### src/rtl/weight_port_arbiter.sv
// weight_port_arbiter
//   Shares the single synchronous-read port of the weight memory between the
//   host loader (phase 0) and the inference engine's read and write-back
//   channels (phase 1). At most one operation is in flight at a time. Read
//   data and write acknowledgements come back as one-cycle strobes. A
//   starvation counter limits how many write-backs can be granted in a row
//   while a read is waiting.
//
// Ports
//   clk, rst          clock, synchronous active-high reset
//   phase_infer       0 = host write phase, 1 = inference/learning phase
//   host_we/addr/wdata  host write path, mirrored onto the memory in phase 0
//   rd_req/rd_addr    level read request, held until rd_valid
//   rd_valid/rd_data  read strobe; rd_data holds until the next read
//   wb_req/addr/data  level write-back request, held until wb_ack
//   wb_ack            write-back complete strobe
//   mem_we/addr/wdata registered memory controls
//   mem_rdata         memory read data, valid the cycle after mem_addr
//   busy              high while an operation is in flight
//
// state   | meaning
// IDLE    | no operation in flight, arbitrate in phase 1
// RD_ADDR | read address on the port, memory samples it at the next edge
// RD_DATA | memory read data valid, capture it and pulse rd_valid
// WB_ACK  | write-back presented for one cycle, pulse wb_ack

module weight_port_arbiter #(
   parameter int ADDR_W     = 4,
   parameter int DW         = 8,
   parameter int STARVE_MAX = 3
) (
   input  logic              clk,
   input  logic              rst,
   input  logic              phase_infer,
   input  logic              host_we,
   input  logic [ADDR_W-1:0] host_addr,
   input  logic [DW-1:0]     host_wdata,
   input  logic              rd_req,
   input  logic [ADDR_W-1:0] rd_addr,
   output logic              rd_valid,
   output logic [DW-1:0]     rd_data,
   input  logic              wb_req,
   input  logic [ADDR_W-1:0] wb_addr,
   input  logic [DW-1:0]     wb_data,
   output logic              wb_ack,
   output logic              mem_we,
   output logic [ADDR_W-1:0] mem_addr,
   output logic [DW-1:0]     mem_wdata,
   input  logic [DW-1:0]     mem_rdata,
   output logic              busy
);

   localparam int CNT_W = $clog2(STARVE_MAX + 1);
   localparam logic [CNT_W-1:0] STARVE_LIM = CNT_W'(STARVE_MAX);

   typedef enum logic [1:0] {
      IDLE    = 2'd0,
      RD_ADDR = 2'd1,
      RD_DATA = 2'd2,
      WB_ACK  = 2'd3
   } state_t;

   state_t            state, state_nxt;
   logic [CNT_W-1:0]  starve_cnt, starve_cnt_nxt;
   logic              mem_we_nxt;
   logic [ADDR_W-1:0] mem_addr_nxt;
   logic [DW-1:0]     mem_wdata_nxt;
   logic              rd_valid_nxt;
   logic [DW-1:0]     rd_data_nxt;
   logic              wb_ack_nxt;
   logic              grant_rd;
   logic              grant_wb;

   always_ff @(posedge clk) begin
      if (rst) begin
         state      <= IDLE;
         starve_cnt <= '0;
         mem_we     <= 1'b0;
         mem_addr   <= '0;
         mem_wdata  <= '0;
         rd_valid   <= 1'b0;
         rd_data    <= '0;
         wb_ack     <= 1'b0;
      end else begin
         state      <= state_nxt;
         starve_cnt <= starve_cnt_nxt;
         mem_we     <= mem_we_nxt;
         mem_addr   <= mem_addr_nxt;
         mem_wdata  <= mem_wdata_nxt;
         rd_valid   <= rd_valid_nxt;
         rd_data    <= rd_data_nxt;
         wb_ack     <= wb_ack_nxt;
      end
   end

   always_comb begin
      state_nxt      = state;
      starve_cnt_nxt = starve_cnt;
      mem_we_nxt     = 1'b0;
      mem_addr_nxt   = mem_addr;
      mem_wdata_nxt  = mem_wdata;
      rd_valid_nxt   = 1'b0;
      rd_data_nxt    = rd_data;
      wb_ack_nxt     = 1'b0;
      grant_rd       = 1'b0;
      grant_wb       = 1'b0;

      if (!phase_infer) begin
         // Host owns the port; anything in flight is dropped without a strobe.
         state_nxt      = IDLE;
         starve_cnt_nxt = '0;
         mem_we_nxt     = host_we;
         mem_addr_nxt   = host_addr;
         mem_wdata_nxt  = host_wdata;
      end else begin
         unique case (state)
            IDLE: begin
               // Write-back wins a tie until the waiting read has been
               // passed over STARVE_MAX times.
               grant_rd = rd_req && (!wb_req || (starve_cnt == STARVE_LIM));
               grant_wb = wb_req && !grant_rd;
               if (grant_rd) begin
                  mem_addr_nxt   = rd_addr;
                  starve_cnt_nxt = '0;
                  state_nxt      = RD_ADDR;
               end else if (grant_wb) begin
                  mem_we_nxt     = 1'b1;
                  mem_addr_nxt   = wb_addr;
                  mem_wdata_nxt  = wb_data;
                  starve_cnt_nxt = rd_req ? starve_cnt + CNT_W'(1) : '0;
                  state_nxt      = WB_ACK;
               end else begin
                  starve_cnt_nxt = '0;
               end
            end
            RD_ADDR: begin
               state_nxt = RD_DATA;
            end
            RD_DATA: begin
               rd_data_nxt  = mem_rdata;
               rd_valid_nxt = 1'b1;
               state_nxt    = IDLE;
            end
            WB_ACK: begin
               wb_ack_nxt = 1'b1;
               state_nxt  = IDLE;
            end
            default: begin
               state_nxt = IDLE;
            end
         endcase
      end
   end

   assign busy = (state != IDLE);

endmodule

### config.mk
export PLATFORM = sky130hd
export DESIGN_NAME = weight_port_arbiter
export DESIGN_NICKNAME = d
export VERILOG_FILES = /design/src/rtl/weight_port_arbiter.sv
export SDC_FILE = /design/constraint.sdc
export NUM_CORES = 1
export LEC_CHECK = 0
export ABC_AREA = 1
export CAP_MARGIN = 20
export CORE_ASPECT_RATIO = 0.8
export CORE_UTILIZATION = 38
export CTS_CLUSTER_DIAMETER = 100
export DETAILED_ROUTE_END_ITERATION = 6
export PLACE_DENSITY = 0.88
export SLEW_MARGIN = 20
export SYNTH_ARGS = -nofsm -noshare
export SYNTH_HDL_FRONTEND = slang
export SYNTH_SLANG_ARGS = --single-unit
### constraint.sdc
create_clock -name clk -period 1.31 [get_ports clk]
set_input_delay 0.1965 -clock clk [delete_from_list [all_inputs] [get_ports clk]]
set_output_delay 0.1965 -clock clk [all_outputs]
set_load 0.05 [all_outputs]
[Word level (Yosys, flattened, before mapping)]
Cells that the tools add are included.
Operators by class
  $add $sub $neg: 1
  equality and inequality tests: 9
  multiplexer cells: 20
  bitwise logic cells: 1
  reduce and logical (&&, ||, !) cells: 12
Operators by type and width (count)
  8-bit two-way mux: 4
  4-bit two-way mux: 4
  2-bit two-way mux: 5
  2-bit == test, second input constant: 3
  1-bit two-way mux: 6
  2-bit one-hot mux with 3 select lines: 1
  2-bit by 1-bit != test with 1-bit output, second input constant: 2
  2-bit AND reduction: 2
  2-bit OR reduction: 2
  3-bit by 1-bit != test with 1-bit output, second input constant: 1
  3-bit != test, second input constant: 1
  3-bit AND reduction: 1
  2-bit by 1-bit adder with 2-bit output, second input constant: 1
  2-bit by 1-bit == test with 1-bit output, second input constant: 1
  1-bit logical AND: 2
  1-bit zero test: 2
  2-bit zero test: 1
  2-bit != test, second input constant: 1
  2-bit nonzero test: 1
  1-bit logical OR: 1
  1-bit NOT: 1
Word-level totals
  register bits: 27
  output and inout port bits: 24
  logic and storage cells: 51

[Longest topological paths before layout]
  word-level depth: 9
  depth in mapped cells: 8
  depth with buffers taken out: 7

[Worst setup path after synthesis]
No wires, ideal clock.
  path type: flip-flop to flip-flop
  start: reg starve_cnt[0]
  end: reg mem_wdata[7]
  setup time: 0.116 ns
  arrival time: 1.093 ns
  data required time: 1.194 ns
  setup slack: 0.100 ns
  cell stages (with the launch flop): 8
  buffers on the path: 0
  period minus slack after synthesis: 1.210 ns
  cell sequence: dfxtp_1 ha_1 a21oi_2 nand2_2 nand2_2 inv_1 nor2_1 nor2_1
Between the ends
  word-level cells in the longest chain between the ends: 7
RTL lines
  start: declaration: line 64  | logic [CNT_W-1:0] starve_cnt, starve_cnt_nxt;
  start signal: assignment: line 86  | starve_cnt <= starve_cnt_nxt;
  2-bit == test *: line 120  | grant_rd = rd_req && (!wb_req || (starve_cnt == STARVE_LIM));
  1-bit logical OR *: line 120
  1-bit logical AND *: line 120
  1-bit zero test: line 121  | grant_wb = wb_req && !grant_rd;
  1-bit logical AND: line 121
  2-bit by 1-bit != test with 1-bit output (no line)
  3-bit AND reduction (no line) *
  end signal: assignment: line 89  | mem_wdata <= mem_wdata_nxt;
  end: declaration: line 48  | output logic [DW-1:0] mem_wdata,
Every way passes the cells marked *; elsewhere a longest branch is shown, timed or not.
A chain may end at the register's enable or synchronous reset.

[Final worst setup path]
  start: reg state[1]
  end: out busy
Between the ends
  word-level cells in the longest chain between the ends: 1
RTL lines
  start: declaration: line 63  | state_t state, state_nxt;
  start signal: assignment: line 85  | state <= state_nxt;
  2-bit nonzero test: line 155  | assign busy = (state != IDLE);
  end: declaration: line 50  | output logic busy
Every way passes these cells.

==> impl_metrics.toml <==
[critical_path]
reg2regPathDepth = 6
setup.worst_path.class = "register to output pin"
critPathArrivalTime_ps = 1080
crit_required_ps = 1110
path_max_fanout = 4
rrSetupSlack_ps = 80
reg2reg_to = "mem_wdata[0]"
crit-reg2reg-launch = "starve_cnt[0]"
cp-end-kind = "output pin"
startpoint_type = "register"
worstSetupStartpoint = "state[1]"

[layout]
utilization_pct = 79.4
multi_input_area_um2 = 618
instances_no_fill = 291
area_delta_synth_final_pct = 88.7
fin_nets = 297
antennaDiodeCount = 0
fill_cells = 191
drive_gt1_share_pct = 20.9
seq_area_um2 = 543

[clock_network]
hold_buffers = 0
cts_tree = "yes"
clock-sinks = 27
clk_pin_slew_ps = 90
cts_root_buffer = "clkbuf_8"
htreeDepth = 1
insertion_delay_ps = 270
clockBufferDepth = 2
cts_made_buffers = 3
postCtsSetupRepairBufs = 0

[timing]
rsz0062_at_grt = "yes"
worst_pin_slew_ps = 266
report.final.slew_viol_count = 0
fin_worst_skew_ps = 4.84
fin_crit_ps = 1280
finalSetupViolCount = 0
max_freq_mhz = 782
hold_viol_final = 0
final.period_utilization_pct = 97.6
slew-limit-headroom_pct = 82.2

[logic_synthesis]
synth_area_leaders = "dfxtp_1 44%, nand2_1 15%, nor2_1 7.7%"
synthesis.nets = 221
ys_ff_latch = 27
yosys_warnings = 0
synth_area_per_cell_um2 = 6.84
synth_top_area_share_pct = 44.4
ys_seq_area_share_pct = 44.4
netlist-cell-type-count = 18
netlist_area_mm2 = 0.00122
synth_top_area_cell = "dfxtp_1"
postSynthCellCount = 178

[pwr]
power_per_cell_area_mw_per_mm2 = 894
power_mw = 2.05
p_leak_nw = 1.04
ir_drop_v = 0.000725

[global_route]
first_global_vias = 1332
grt_antenna_before_repair = 0
grt_first_pass_wirelength_um = 5980
grt-ovfl-total = 0
grt_max_degree = 16
track_usage_pct = 23.3

[place]
dp_hpwl_um = 2810
finalWeightedCongestion = 0.868
port_buffers = 65
dp_cells = 286

[status]
status = "completed"

[floorplan]
io_pins = 66
die_h_um = 52.6
die_w_um = 65.3
dieArea_mm2 = 0.00344
rows = 17
start_util_pct = 42.1
core_mm2 = 0.00289

[route]
drtPass1Iterations = 4
antenna_left = 0
wl_per_cell_um = 13.2
post_drt_via_cell_ratio = 4.92
wl_um = 3830
drc = 0
drt_iter0_drc = 65
route.vias.total = 1431

[hold_path]
worstHoldStart = "rd_req"
hold_depth = 4
whs_endpoint = "state[1]"
hold_class = "input pin to register"

[job]
drv_cap = 0
stage by stage:
stage / worst slack, ps / area, um2 / hold slack (ps) / TNS, ps
2_1_floorplan: 100 / 1220 / 266 / 0
3_3_place_gp: -97.6 / 2200 / 463 / -945
3_5_place_dp: -195 / 2200 / 480 / -2120
4_1_cts: 6.15 / 2260 / 501 / 0
5_1_grt: -24.7 / 2300 / 470 / -24.7
6_report: 31.9 / 2300 / 447 / 0
how the worst max path moves through the flow:
stage                   endpoint  slack (ps)  cells past startpoint
floorplan           mem_wdata[7]         100                      7
global placement    mem_wdata[7]        -100                      8
detailed placement   mem_addr[3]        -200                      7
CTS                         busy           6                      3
global route         mem_addr[1]         -20                      7
finish                      busy          30                      3
registers in the layout, indices dropped and copies added (netlist names):
signal      flops
mem_wdata       8
rd_data         8
mem_addr        4
starve_cnt      2
state           2
mem_we          1
rd_valid        1
wb_ack          1
Yosys cell counts:
library cell  number
nand3_1           16
a21oi_2            1
o21ai_0           11
inv_1             18
nor2_1            25
dfxtp_1           27
nor2_2             1
buf_2              3
buf_4              1
clkbuf_1           1
ha_1               1
a21oi_1           13
nor3_4             1
nand2_2            3
nand2_1           49
inv_2              2
nand3b_1           4
nor3_1             1
routing by layer:
| layer | track usage (%) | up-vias | share of wire (%) |
|---|---|---|---|
| li1 | - | 715 | - |
| met1 | 27.1 | 645 | 42 |
| met2 | 40.4 | 65 | 48 |
| met3 | 6.96 | 6 | 8.0 |
| met4 | 8.33 | 0 | 1.2 |
| met5 | 0 | - | 0 |
area by class of cell:
cell class	instances	share of cell area [%]
timing repair buffer	75	42.2
multi-input combinational	127	26.9
sequential	27	23.6
inverter	20	3.27
tap	38	2.07
clock buffer	4	1.96
critical path, cell delays in order (launching register included):
cell and delay [ps]:
dfxtp_2 360, nor2_4 170, inv_1 110, buf_12 160
where the power goes:
part	internal, mW	switching, mW
combinational	0.345	0.331
sequential	0.866	0.0527
clock	0.218	0.241
logic make-up after synthesis:
kind of cell	after synthesis	synth area share, %
AND/OR/NAND/NOR	100	35.7
flip-flops	27	44.4
AO/OA/AOI/OAI	25	10.6
buffers and inverters	25	8.32
adder cells (fa/ha/maj)	1	1.03
cell usage in the layout, fill, tap and decap left out, types with 2 or more instances in the layout:
| cell type | synthesis | routed |
|---|---|---|
| clkdlybuf4s50_1 | 0 | 40 |
| nand2_1 | 49 | 47 |
| clkbuf_8 | 0 | 3 |
| inv_1 | 18 | 18 |
| inv_2 | 2 | 2 |
| nand2_4 | 0 | 2 |
| o21ai_0 | 11 | 11 |
| nand3_1 | 16 | 16 |
| nor2_1 | 25 | 24 |
| nand3b_1 | 4 | 4 |
| buf_4 | 1 | 10 |
| dfxtp_1 | 27 | 25 |
| buf_12 | 0 | 24 |
| dfxtp_2 | 0 | 2 |
| a21oi_1 | 13 | 12 |
| nand2_2 | 3 | 4 |
what timing repair did:
item                                    4_1_cts  5_1_grt
resized for setup                             2       10
pin swaps                                     0        3
gates cloned                                  0        1
endpoints found under the setup margin        2       14
No activity file was read; power rests on OpenSTA's default activity.
